**src/rtl/alb_mp_ctrl_if.sv**
```systemverilog
// alb_mp_ctrl_if: bundles the host-side operation signals and the byte-wide ALB bus.
// master: controller view (drives busy/done/result/flags and R_out/S_out/CI_out/ALB_MI).
// slave:  environment view (drives start/op/operands/carry_in and the ALB F/CO/ZO/NO/VO returns).
interface alb_mp_ctrl_if #(parameter int NBYTES = 2);
  logic                  start;
  logic [1:0]            op;
  logic [8*NBYTES-1:0]   a_in;
  logic [8*NBYTES-1:0]   b_in;
  logic                  carry_in;
  logic                  busy;
  logic                  done;
  logic [8*NBYTES-1:0]   result;
  logic                  c_flag;
  logic                  z_flag;
  logic                  n_flag;
  logic                  v_flag;
  logic [7:0]            R_out;
  logic [7:0]            S_out;
  logic                  CI_out;
  logic [1:0]            ALB_MI;
  logic [7:0]            F_in;
  logic                  CO_in;
  logic                  ZO_in;
  logic                  NO_in;
  logic                  VO_in;
  modport master (
    input  start, op, a_in, b_in, carry_in, F_in, CO_in, ZO_in, NO_in, VO_in,
    output busy, done, result, c_flag, z_flag, n_flag, v_flag, R_out, S_out, CI_out, ALB_MI
  );
  modport slave (
    output start, op, a_in, b_in, carry_in, F_in, CO_in, ZO_in, NO_in, VO_in,
    input  busy, done, result, c_flag, z_flag, n_flag, v_flag, R_out, S_out, CI_out, ALB_MI
  );
endinterface

```
**src/rtl/alb_mp_ctrl.sv**
```systemverilog
// alb_mp_ctrl: issues NBYTES-wide operations to the ALB one byte at a time, LSB first,
// chaining CO into CI for arithmetic ops and assembling F bytes into a full-width result.
// Ports: clk, resetb (sync, active-high), bus (alb_mp_ctrl_if.master: host op/handshake + ALB byte bus).
module alb_mp_ctrl #(
  parameter int NBYTES  = 2,
  parameter int ALB_LAT = 1
) (
  input logic           clk,
  input logic           resetb,
  alb_mp_ctrl_if.master bus
);
  localparam int KW = $clog2(NBYTES + 1);
  localparam int WW = $clog2(ALB_LAT + 1);
  typedef enum logic [1:0] {IDLE, DRIVE, WAIT, DONE} state_t;
  state_t                r_state;
  logic [8*NBYTES-1:0]   r_a;
  logic [8*NBYTES-1:0]   r_b;
  logic [8*NBYTES-1:0]   r_result;
  logic [KW-1:0]         r_k;
  logic [WW-1:0]         r_w;
  logic [7:0]            r_r;
  logic [7:0]            r_s;
  logic                  r_ci;
  logic [1:0]            r_mi;
  logic                  r_busy;
  logic                  r_done;
  logic                  r_c;
  logic                  r_z;
  logic                  r_n;
  logic                  r_v;
  logic [8*NBYTES-1:0]   w_res;
  logic [KW-1:0]         w_kn;
  logic                  w_unused;
  assign w_kn     = r_k + 1'b1;
  assign w_unused = ^{bus.ZO_in, bus.NO_in};
  // Result as it will look once the current byte's F is captured; flags derive from this.
  always_comb begin
    w_res = r_result;
    w_res[8*r_k +: 8] = bus.F_in;
  end
  // op[0]=1 marks the logic ops (AND/OR): carry chain and C/V are forced to 0 for them.
  always_ff @(posedge clk) begin
    if (resetb) begin
      r_state  <= IDLE;
      r_a      <= '0;
      r_b      <= '0;
      r_result <= '0;
      r_k      <= '0;
      r_w      <= '0;
      r_r      <= '0;
      r_s      <= '0;
      r_ci     <= 1'b0;
      r_mi     <= '0;
      r_busy   <= 1'b0;
      r_done   <= 1'b0;
      r_c      <= 1'b0;
      r_z      <= 1'b0;
      r_n      <= 1'b0;
      r_v      <= 1'b0;
    end else begin
      r_done <= 1'b0;
      case (r_state)
        IDLE: if (bus.start) begin
          r_a      <= bus.a_in;
          r_b      <= bus.b_in;
          r_mi     <= bus.op;
          r_k      <= '0;
          r_w      <= '0;
          r_r      <= bus.a_in[7:0];
          r_s      <= bus.b_in[7:0];
          r_ci     <= bus.carry_in & ~bus.op[0];
          r_result <= '0;
          {r_c, r_z, r_n, r_v} <= '0;
          r_busy   <= 1'b1;
          r_state  <= DRIVE;
        end
        DRIVE: r_state <= WAIT;
        WAIT: if (r_w == WW'(ALB_LAT - 1)) begin
          r_w      <= '0;
          r_result <= w_res;
          if (r_k == KW'(NBYTES - 1)) begin
            r_c     <= ~r_mi[0] & bus.CO_in;
            r_v     <= ~r_mi[0] & bus.VO_in;
            r_n     <= w_res[8*NBYTES-1];
            r_z     <= ~|w_res;
            r_busy  <= 1'b0;
            r_done  <= 1'b1;
            r_state <= DONE;
          end else begin
            // Next byte is registered here so it is already on the bus throughout DRIVE.
            r_k     <= w_kn;
            r_r     <= r_a[8*w_kn +: 8];
            r_s     <= r_b[8*w_kn +: 8];
            r_ci    <= ~r_mi[0] & bus.CO_in;
            r_state <= DRIVE;
          end
        end else r_w <= r_w + 1'b1;
        default: r_state <= IDLE;
      endcase
    end
  end
  assign bus.busy   = r_busy;
  assign bus.done   = r_done;
  assign bus.result = r_result;
  assign bus.c_flag = r_c;
  assign bus.z_flag = r_z;
  assign bus.n_flag = r_n;
  assign bus.v_flag = r_v;
  assign bus.R_out  = r_r;
  assign bus.S_out  = r_s;
  assign bus.CI_out = r_ci;
  assign bus.ALB_MI = r_mi;
endmodule
```
**src/flat_wrapper.sv**
```systemverilog
// flat-port wrapper written by rule: the top's interface ports become plain ports
module alb_mp_ctrl_flat 
#(
  parameter int NBYTES  = 2,
  parameter int ALB_LAT = 1
)
  (clk, resetb, bus_start, bus_op, bus_a_in, bus_b_in, bus_carry_in, bus_F_in, bus_CO_in, bus_ZO_in, bus_NO_in, bus_VO_in, bus_busy, bus_done, bus_result, bus_c_flag, bus_z_flag, bus_n_flag, bus_v_flag, bus_R_out, bus_S_out, bus_CI_out, bus_ALB_MI);
  alb_mp_ctrl_if #(.NBYTES(NBYTES)) bus_i ();
  input logic clk;
  input logic resetb;
  input wire logic [$bits(bus_i.start)-1:0] bus_start;
  input wire logic [$bits(bus_i.op)-1:0] bus_op;
  input wire logic [$bits(bus_i.a_in)-1:0] bus_a_in;
  input wire logic [$bits(bus_i.b_in)-1:0] bus_b_in;
  input wire logic [$bits(bus_i.carry_in)-1:0] bus_carry_in;
  input wire logic [$bits(bus_i.F_in)-1:0] bus_F_in;
  input wire logic [$bits(bus_i.CO_in)-1:0] bus_CO_in;
  input wire logic [$bits(bus_i.ZO_in)-1:0] bus_ZO_in;
  input wire logic [$bits(bus_i.NO_in)-1:0] bus_NO_in;
  input wire logic [$bits(bus_i.VO_in)-1:0] bus_VO_in;
  output wire logic [$bits(bus_i.busy)-1:0] bus_busy;
  output wire logic [$bits(bus_i.done)-1:0] bus_done;
  output wire logic [$bits(bus_i.result)-1:0] bus_result;
  output wire logic [$bits(bus_i.c_flag)-1:0] bus_c_flag;
  output wire logic [$bits(bus_i.z_flag)-1:0] bus_z_flag;
  output wire logic [$bits(bus_i.n_flag)-1:0] bus_n_flag;
  output wire logic [$bits(bus_i.v_flag)-1:0] bus_v_flag;
  output wire logic [$bits(bus_i.R_out)-1:0] bus_R_out;
  output wire logic [$bits(bus_i.S_out)-1:0] bus_S_out;
  output wire logic [$bits(bus_i.CI_out)-1:0] bus_CI_out;
  output wire logic [$bits(bus_i.ALB_MI)-1:0] bus_ALB_MI;
  assign bus_i.start = bus_start;
  assign bus_i.op = bus_op;
  assign bus_i.a_in = bus_a_in;
  assign bus_i.b_in = bus_b_in;
  assign bus_i.carry_in = bus_carry_in;
  assign bus_i.F_in = bus_F_in;
  assign bus_i.CO_in = bus_CO_in;
  assign bus_i.ZO_in = bus_ZO_in;
  assign bus_i.NO_in = bus_NO_in;
  assign bus_i.VO_in = bus_VO_in;
  assign bus_busy = bus_i.busy;
  assign bus_done = bus_i.done;
  assign bus_result = bus_i.result;
  assign bus_c_flag = bus_i.c_flag;
  assign bus_z_flag = bus_i.z_flag;
  assign bus_n_flag = bus_i.n_flag;
  assign bus_v_flag = bus_i.v_flag;
  assign bus_R_out = bus_i.R_out;
  assign bus_S_out = bus_i.S_out;
  assign bus_CI_out = bus_i.CI_out;
  assign bus_ALB_MI = bus_i.ALB_MI;
  alb_mp_ctrl #(.NBYTES(NBYTES), .ALB_LAT(ALB_LAT)) u_core (.clk(clk), .resetb(resetb), .bus(bus_i));
endmodule
```
**config.mk**
```make
export PLATFORM = sky130hd
export DESIGN_NAME = alb_mp_ctrl_flat
export DESIGN_NICKNAME = d
export VERILOG_FILES = /design/src/rtl/alb_mp_ctrl_if.sv /design/src/rtl/alb_mp_ctrl.sv /design/src/flat_wrapper.sv
export SDC_FILE = /design/constraint.sdc
export NUM_CORES = 1
export LEC_CHECK = 0
export BUFFER_PORTS_ARGS = -buffer_cell sky130_fd_sc_hd__buf_2
export CORE_MARGIN = 4
export CORE_UTILIZATION = 56
export CTS_CLUSTER_SIZE = 8
export DETAILED_ROUTE_END_ITERATION = 7
export GPL_TIMING_DRIVEN = 0
export PLACE_DENSITY = 0.85
export SLEW_MARGIN = 10
export SYNTH_ARGS = -nofsm -noshare
export SYNTH_HDL_FRONTEND = slang
export SYNTH_SLANG_ARGS = --single-unit
```
**constraint.sdc**
```tcl
create_clock -name clk -period 5.45 [get_ports clk]
set_input_delay 0.2725 -clock clk [delete_from_list [all_inputs] [get_ports clk]]
set_output_delay 0.2725 -clock clk [all_outputs]
set_load 0.05 [all_outputs]
```
==> results.py, run 1 <==
metrics = {
    "logic_synthesis": {
        "synth_commonest_cells": "77 x dfxtp_1, 73 x nand2_1, 41 x a21oi_1, 41 x nor2_1, 31 x a22oi_1",
        "synth.distinct_cells": 46,
        "syn_area_per_cell_um2": 8.72,
        "netlist_top_cells_area": "dfxtp_1 47%, nand2_1 8.4%, a22oi_1 7.2%, a21oi_1 6.3%, mux2_2 5.5%",
        "synth_edf_count": 0,
        "synth_top_area_share_pct": 47.4,
        "ys_seq_area_share_pct": 47.4,
        "synth_top_cell_by_area": "dfxtp_1",
        "synthesis.nets": 427,
        "async_reset_ff_share_pct": 0,
        "synth_seq_cells": 77,
        "synth_ff_type": "dfxtp_1",
        "yosys_warnings": 0,
        "yosysMostFrequentCell": "dfxtp_1",
        "netlist_instances": 373,
        "synth_area_um2": 3250,
    },
    "cells_and_area": {
        "antenna_cells": 0,
        "layout-drive-gt1-share_pct": 29.6,
        "fillers": 437,
        "multi_input_area_um2": 1570,
        "area_growth_pct": 21.2,
        "seqCellArea_um2": 1540,
        "final_nets": 526,
    },
    "clocking": {
        "clock-sinks": 77,
        "cts_root_buf": "clkbuf_8",
        "cts_tree": "yes",
        "clk_pin_slew_ns": 0.08,
        "cts_buffers": 9,
        "ctsHoldBuffers": 0,
        "cts_repair_resize_count": 0,
        "cts_setup_buffers": 0,
        "clockBufferDepth": 2,
        "clock_latency_ns": 0.34,
        "htreeDepth": 3,
    },
    "grt": {
        "grt_pass1_vias": 3122,
        "track_usage_pct": 24.3,
        "grt_max_degree": 12,
        "antenna_found_initial": 0,
        "gr-total-overflow": 0,
        "grt_first_pass_wirelength_mm": 14.2,
    },
    "die": {
        "die_area_um2": 7090,
        "core_area_um2": 5570,
        "die_x_um": 84.2,
        "io_pins": 91,
        "initial_core_util_pct": 58.4,
        "rows": 27,
        "fp.dieH_um": 84.2,
    },
    "sta": {
        "period_minus_slack_ns": 2.20,
        "tightest_slew_ns": 0.575,
        "period_share_pct": 40.3,
        "fin_worst_hold_slack_ns": 0.161,
        "slew_headroom_pct": 61.6,
        "hold_viol": 0,
        "slew_viol_final": 0,
        "final-setup-viol-count": 0,
        "fmax_ghz": 0.455,
        "setup_tns_ns": 0,
        "skew_ns": 0.00773,
        "rsz0062_at_grt": "no",
    },
    "detailed_routing": {
        "ant_nets": 0,
        "avgRoutedWirePerCell_um": 15.5,
        "vias": 3102,
        "route.detailed.drc": 0,
        "drt_iter0_drc": 205,
        "vias_per_cell": 5.66,
        "drt-pass1-iter-count": 4,
        "drt-total-wl_mm": 8.47,
    },
    "hold_path": {
        "hp-start": "bus_a_in[14]",
        "hp-class": "input pin to register",
    },
    "pwr": {
        "ir_drop_uv": 240,
        "p_per_area_nw_per_um2": 308,
        "p_comb_share_pct": 19.3,
        "netSwitchingPower_w": 0.000369,
        "p_sw_share_pct": 30.4,
        "p_leak_nw": 1.70,
        "pwr-share-seq_pct": 50.5,
        "intPower_w": 0.000847,
        "p_clk_share_pct": 30.1,
    },
    "placement": {
        "hpwl_mm": 6.15,
        "port_buffers": 88,
        "place.gp.congestion": 0.838,
    },
    "setup_path": {
        "startpoint": "u_core.r_k[0]",
        "worstReg2RegStart": "u_core.r_k[0]",
        "criticalPathCategory": "register to register",
        "crit_arrival_ns": 2.41,
        "cp-start-kind": "register",
        "cp_max_fo": 10,
        "cp_data_required_time_ns": 5.66,
        "r2r_cells": 8,
        "worstSetupEndpointType": "register",
        "critPathCapture": "u_core.bus.result[9]",
        "reg2reg_slack_ns": 3.25,
        "worstReg2RegEnd": "u_core.bus.result[9]",
    },
    "status": {
        "status": "completed",
    },
    "job": {
        "maxCapViolations": 0,
    },
}
## kinds of logic (layout without fill, tap and decap cells)
logic type | count (synthesis) | after routing | share of synthesized area [%]
buf+inv | 30 | 133 | 4.50
flops | 77 | 77 | 47.4
simple gates | 141 | 141 | 19.7
fa+ha+maj | 4 | 4 | 1.54
compound gates | 104 | 104 | 21.1
mux | 17 | 17 | 5.84
## worst max-delay path: stages (launching register included)
cell	delay, ns
dfxtp_1	0.39
buf_2	0.28
inv_1	0.12
ha_1	0.43
and4b_1	0.31
and2_0	0.16
buf_2	0.15
a22oi_1	0.17
nor2_1	0.07
## worst min path at each step
stage	to	slack [ns]	depth (start not counted)
final	u_core.r_a[14]	0.16	3
after global routing	u_core.r_a[14]	0.17	3
after CTS	u_core.r_a[15]	0.16	3
after detailed placement	u_core.r_a[5]	0.45	2
after global placement	u_core.r_b[6]	0.44	2
after floorplan	u_core.r_a[0]	0.41	2
## power by group through the flow
stage | Clock [W] | Sequential, W | Combinational [W]
after global placement | 0 | 0.000625 | 0.000228
after global routing | 0.000391 | 0.000618 | 0.000255
after floorplan | 0 | 0.000680 | 0.000108
final | 0.000367 | 0.000614 | 0.000235
after detailed placement | 0 | 0.000626 | 0.000233
after CTS | 0.000366 | 0.000614 | 0.000234
## sequential cells by signal, indices dropped and copies added, names as in the netlist
register and count:
u_core.r_a 16, u_core.bus.busy 1, u_core.bus.result 16, u_core.bus.ALB_MI 2
u_core.bus.done 1, u_core.bus.R_out 8, u_core.r_b 16, u_core.bus.z_flag 1
u_core.bus.n_flag 1, u_core.bus.S_out 8, u_core.bus.c_flag 1, u_core.bus.v_flag 1
u_core.bus.CI_out 1, u_core.r_k 2, u_core.r_state 2
## area by class of cell
type / instances / share of cell area [%]
Multi-Input combinational cell: 266 / 39.7
Sequential cell: 77 / 39.1
Timing Repair Buffer: 88 / 11.2
Clock buffer: 13 / 3.78
Buffer: 26 / 3.33
Tap cell: 72 / 2.28
Inverter: 4 / 0.381
Clock inverter: 2 / 0.254
## metal layers
layer  vias up  GRT usage [%]  part of all wire (%)
met1      1445           30.1                    43
met5         -              0                     0
met2       128           41.6                    48
li1       1507              -                     -
met4         0           9.50                   2.0
met3        22           4.51                   7.3
## stage by stage
step           utilization [%]  area [um2]  instances  power [W]  setup slack (ns)
6_report                  70.8        3940        548    0.00122              3.25
5_1_grt                   70.8        3940        548    0.00126              3.12
4_1_cts                   70.8        3940        548    0.00121              3.26
3_5_place_dp              67.9        3780        533   0.000859              3.28
3_3_place_gp              67.9        3780        533   0.000853              3.34
2_1_floorplan                -        3250        373   0.000788              3.51
## cells in the final DEF, fill, tap and decap left out, types with 4 or more instances in the layout
| master | count |
|---|---|
| buf_2 | 97 |
| dfxtp_1 | 77 |
| nand2_1 | 73 |
| a21oi_1 | 41 |
| nor2_1 | 41 |
| a22oi_1 | 31 |
| a211oi_1 | 17 |
| mux2_2 | 16 |
| clkbuf_1 | 14 |
| clkbuf_8 | 10 |
| nand2b_1 | 6 |
| inv_1 | 4 |
| buf_4 | 4 |
| ha_1 | 4 |
(Power assumes the default switching activity.)
==> run 2, diff against run 1 <==
--- a/config.mk
+++ b/config.mk
@@ -5,13 +5,14 @@
 export SDC_FILE = /design/constraint.sdc
 export NUM_CORES = 1
 export LEC_CHECK = 0
+export ABC_AREA = 1
 export BUFFER_PORTS_ARGS = -buffer_cell sky130_fd_sc_hd__buf_2
 export CORE_MARGIN = 4
-export CORE_UTILIZATION = 56
+export CORE_UTILIZATION = 52
 export CTS_CLUSTER_SIZE = 8
 export DETAILED_ROUTE_END_ITERATION = 7
 export GPL_TIMING_DRIVEN = 0
-export PLACE_DENSITY = 0.85
+export PLACE_DENSITY = 0.79
 export SLEW_MARGIN = 10
 export SYNTH_ARGS = -nofsm -noshare
 export SYNTH_HDL_FRONTEND = slang
==> constraint.sdc (replaced) <==
create_clock -name clk -period 2.3 [get_ports clk]
set_input_delay 0.115 -clock clk [delete_from_list [all_inputs] [get_ports clk]]
set_output_delay 0.115 -clock clk [all_outputs]
set_load 0.05 [all_outputs]
==> run 2 against run 1 <==
Wire length grew 12%. Register-to-register slack lost 3.1 ns. Flip-flop and latch count is the same. Area after synthesis grew 3.7%. Setup slack lost 3.1 ns. Sequential power grew 140%.
==> results.py, run 2 <==
metrics = {
    "grt": {
        "antenna_found_initial": 0,
        "grt_first_pass_wirelength_mm": 15.3,
        "grt_max_degree": 13,
        "track_usage_pct": 25.1,
        "gr-total-overflow": 0,
        "grt_pass1_vias": 3264,
    },
    "setup_path": {
        "critical_path.max_stage_delay_ns": 0.40,
        "criticalPathCategory": "register to register",
        "cp_data_required_time_ns": 2.59,
        "cp_slowest_cell": "dfxtp_1",
        "cp_common_cell": "a21oi_1",
        "worstSetupEndpointType": "register",
        "cp_max_fo": 11,
        "crit_family": "buffers and inverters",
        "cp-start-kind": "register",
        "critPathBufInv": 4,
        "crit_arrival_ns": 2.42,
        "worstPathCellList": "inv_2 > clkbuf_4 > ha_1 > inv_1 > nand2_1 > buf_4 > a21oi_1 > a21oi_1 > a21oi_1",
    },
    "placement": {
        "post-place-ws_ns": -0.0216,
        "place.gp.congestion": 0.876,
        "hpwl_mm": 6.72,
        "dpl-instance-area_um2": 3910,
        "place_inst": 645,
        "port_buffers": 88,
    },
    "logic_synthesis": {
        "synth_area_um2": 3370,
        "synthesis.nets": 534,
        "synth_seq_cells": 77,
        "yosys_warnings": 0,
        "synth.distinct_cells": 25,
        "netlist_instances": 480,
        "synth_edf_count": 0,
        "synth_top_area_share_pct": 45.7,
        "synth_top_cell_by_area": "dfxtp_1",
        "netlist_top_cells_area": "dfxtp_1 46%, nand2_1 11%, a21oi_1 11%, nor2_1 10%, o21ai_0 7.3%",
        "ys_seq_area_share_pct": 45.7,
        "synth_commonest_cells": "102 x nand2_1, 90 x nor2_1, 77 x dfxtp_1, 73 x a21oi_1, 49 x o21ai_0",
        "syn_area_per_cell_um2": 7.03,
        "synth_ff_type": "dfxtp_1",
        "async_reset_ff_share_pct": 0,
        "yosysMostFrequentCell": "nand2_1",
    },
    "clocking": {
        "cts_buffers": 9,
        "cts_tree": "yes",
        "clk_pin_slew_ns": 0.08,
        "clock-sinks": 77,
        "htreeDepth": 3,
        "cts_setup_buffers": 0,
        "clock_latency_ns": 0.36,
        "clockBufferDepth": 2,
        "cts_root_buf": "clkbuf_8",
    },
    "hold_path": {
        "hp-class": "input pin to register",
    },
    "die": {
        "fp.dieH_um": 88.5,
        "die_x_um": 88.5,
        "initial_core_util_pct": 53.4,
        "core_area_um2": 6310,
        "die_area_um2": 7840,
        "io_pins": 91,
        "rows": 29,
    },
    "sta": {
        "fmax_ghz": 0.470,
        "period_minus_slack_ns": 2.13,
        "period_share_pct": 92.5,
        "slew_viol_final": 0,
        "rsz0062_at_grt": "no",
        "slew_headroom_pct": 61.5,
        "worst_slack_ns": 0.172,
        "final-setup-viol-count": 0,
        "hold_viol": 0,
        "fin_worst_hold_slack_ns": 0.00234,
        "tightest_slew_ns": 0.578,
        "skew_ns": 0.00777,
    },
    "detailed_routing": {
        "drt-pass1-iter-count": 5,
        "wl_met2_mm": 4.63,
        "ant_nets": 0,
        "dr.max_layer_used": "met4",
        "drt_iter0_drc": 255,
        "vias_per_cell": 5.36,
        "wl_met1_mm": 4.03,
        "wl_met3_um": 688,
        "drt-total-wl_mm": 9.47,
        "route.detailed.drc": 0,
        "vias": 3549,
        "avgRoutedWirePerCell_um": 14.3,
    },
    "pwr": {
        "ir_drop_uv": 524,
        "p_leak_nw": 1.86,
        "p_per_area_nw_per_um2": 777,
    },
    "status": {
        "status": "completed",
    },
    "cells_and_area": {
        "instances_no_fill": 662,
        "final_cell_mix": "102 x nand2_1, 93 x buf_2, 90 x nor2_1",
        "postLayoutCellArea_um2": 4130,
        "area_growth_pct": 22.4,
        "final_util_pct": 65.4,
        "antenna_cells": 0,
        "final_nets": 634,
        "final_common_cell": "nand2_1",
        "layout-drive-gt1-share_pct": 22.2,
    },
    "job": {
        "maxCapViolations": 0,
    },
}
[run 2: routing by layer]
metal | track usage (%) | vias up
li1 | - | 1770
met1 | 32.2 | 1645
met2 | 42.2 | 124
met3 | 5.77 | 10
met4 | 7.01 | 0
met5 | 0 | -
[run 2: cell families after synthesis]
kind of cell	synth area share, %
buffers and inverters	6.68
adders and majority gates	1.48
AOI/OAI and AO/OA	20.8
DFF	45.7
and+or+nand+nor	25.3
[run 2: through the flow]
step           TNS (ns)  power (W)
3_5_place_dp    -0.0257    0.00217
5_1_grt               0    0.00335
2_1_floorplan         0    0.00198
6_report              0    0.00321
3_3_place_gp          0    0.00216
4_1_cts               0    0.00321
[run 2: tightest hold or removal path, stage by stage]
cell     delay, ns
buf_2         0.07
o21ai_0       0.07
nor2_1        0.07
[run 2: final timing paths]
| path | start | endpoint | slack (ns) | cells after the start |
|---|---|---|---|---|
| worst max-delay path | u_core.r_k[0] | u_core.bus.S_out[4] | 0.17 | 9 |
| worst min register to register | u_core.bus.result[6] | u_core.bus.result[6] | 0.48 | 2 |
| worst max register to register | u_core.r_k[0] | u_core.bus.S_out[4] | 0.17 | 9 |
| worst min-delay path | bus_b_in[11] | u_core.r_b[11] | 0.002 | 3 |
[run 2: final cells by class]
cell class                 count  area, um2
fill                         588       2180
multi-input combinational    354       1610
sequential                    77       1540
timing repair buffer          89        450
clock buffer                  13        159
buffer                        27        149
tap                           77       96.3
inverter                      22       82.6
clock inverter                 3       43.8
[run 2: repair_timing]
item | CTS | global route
endpoints found under the hold margin | 1 | 0
gates resized for setup | 1 | 4
hold buffers | 1 | 0
endpoints found under the setup margin | 7 | 11
[run 2: report_power, final]
part | switching, W | internal [W]
clock network | 0.000497 | 0.000562
registers | 0.0000565 | 0.00144
logic | 0.000467 | 0.000190
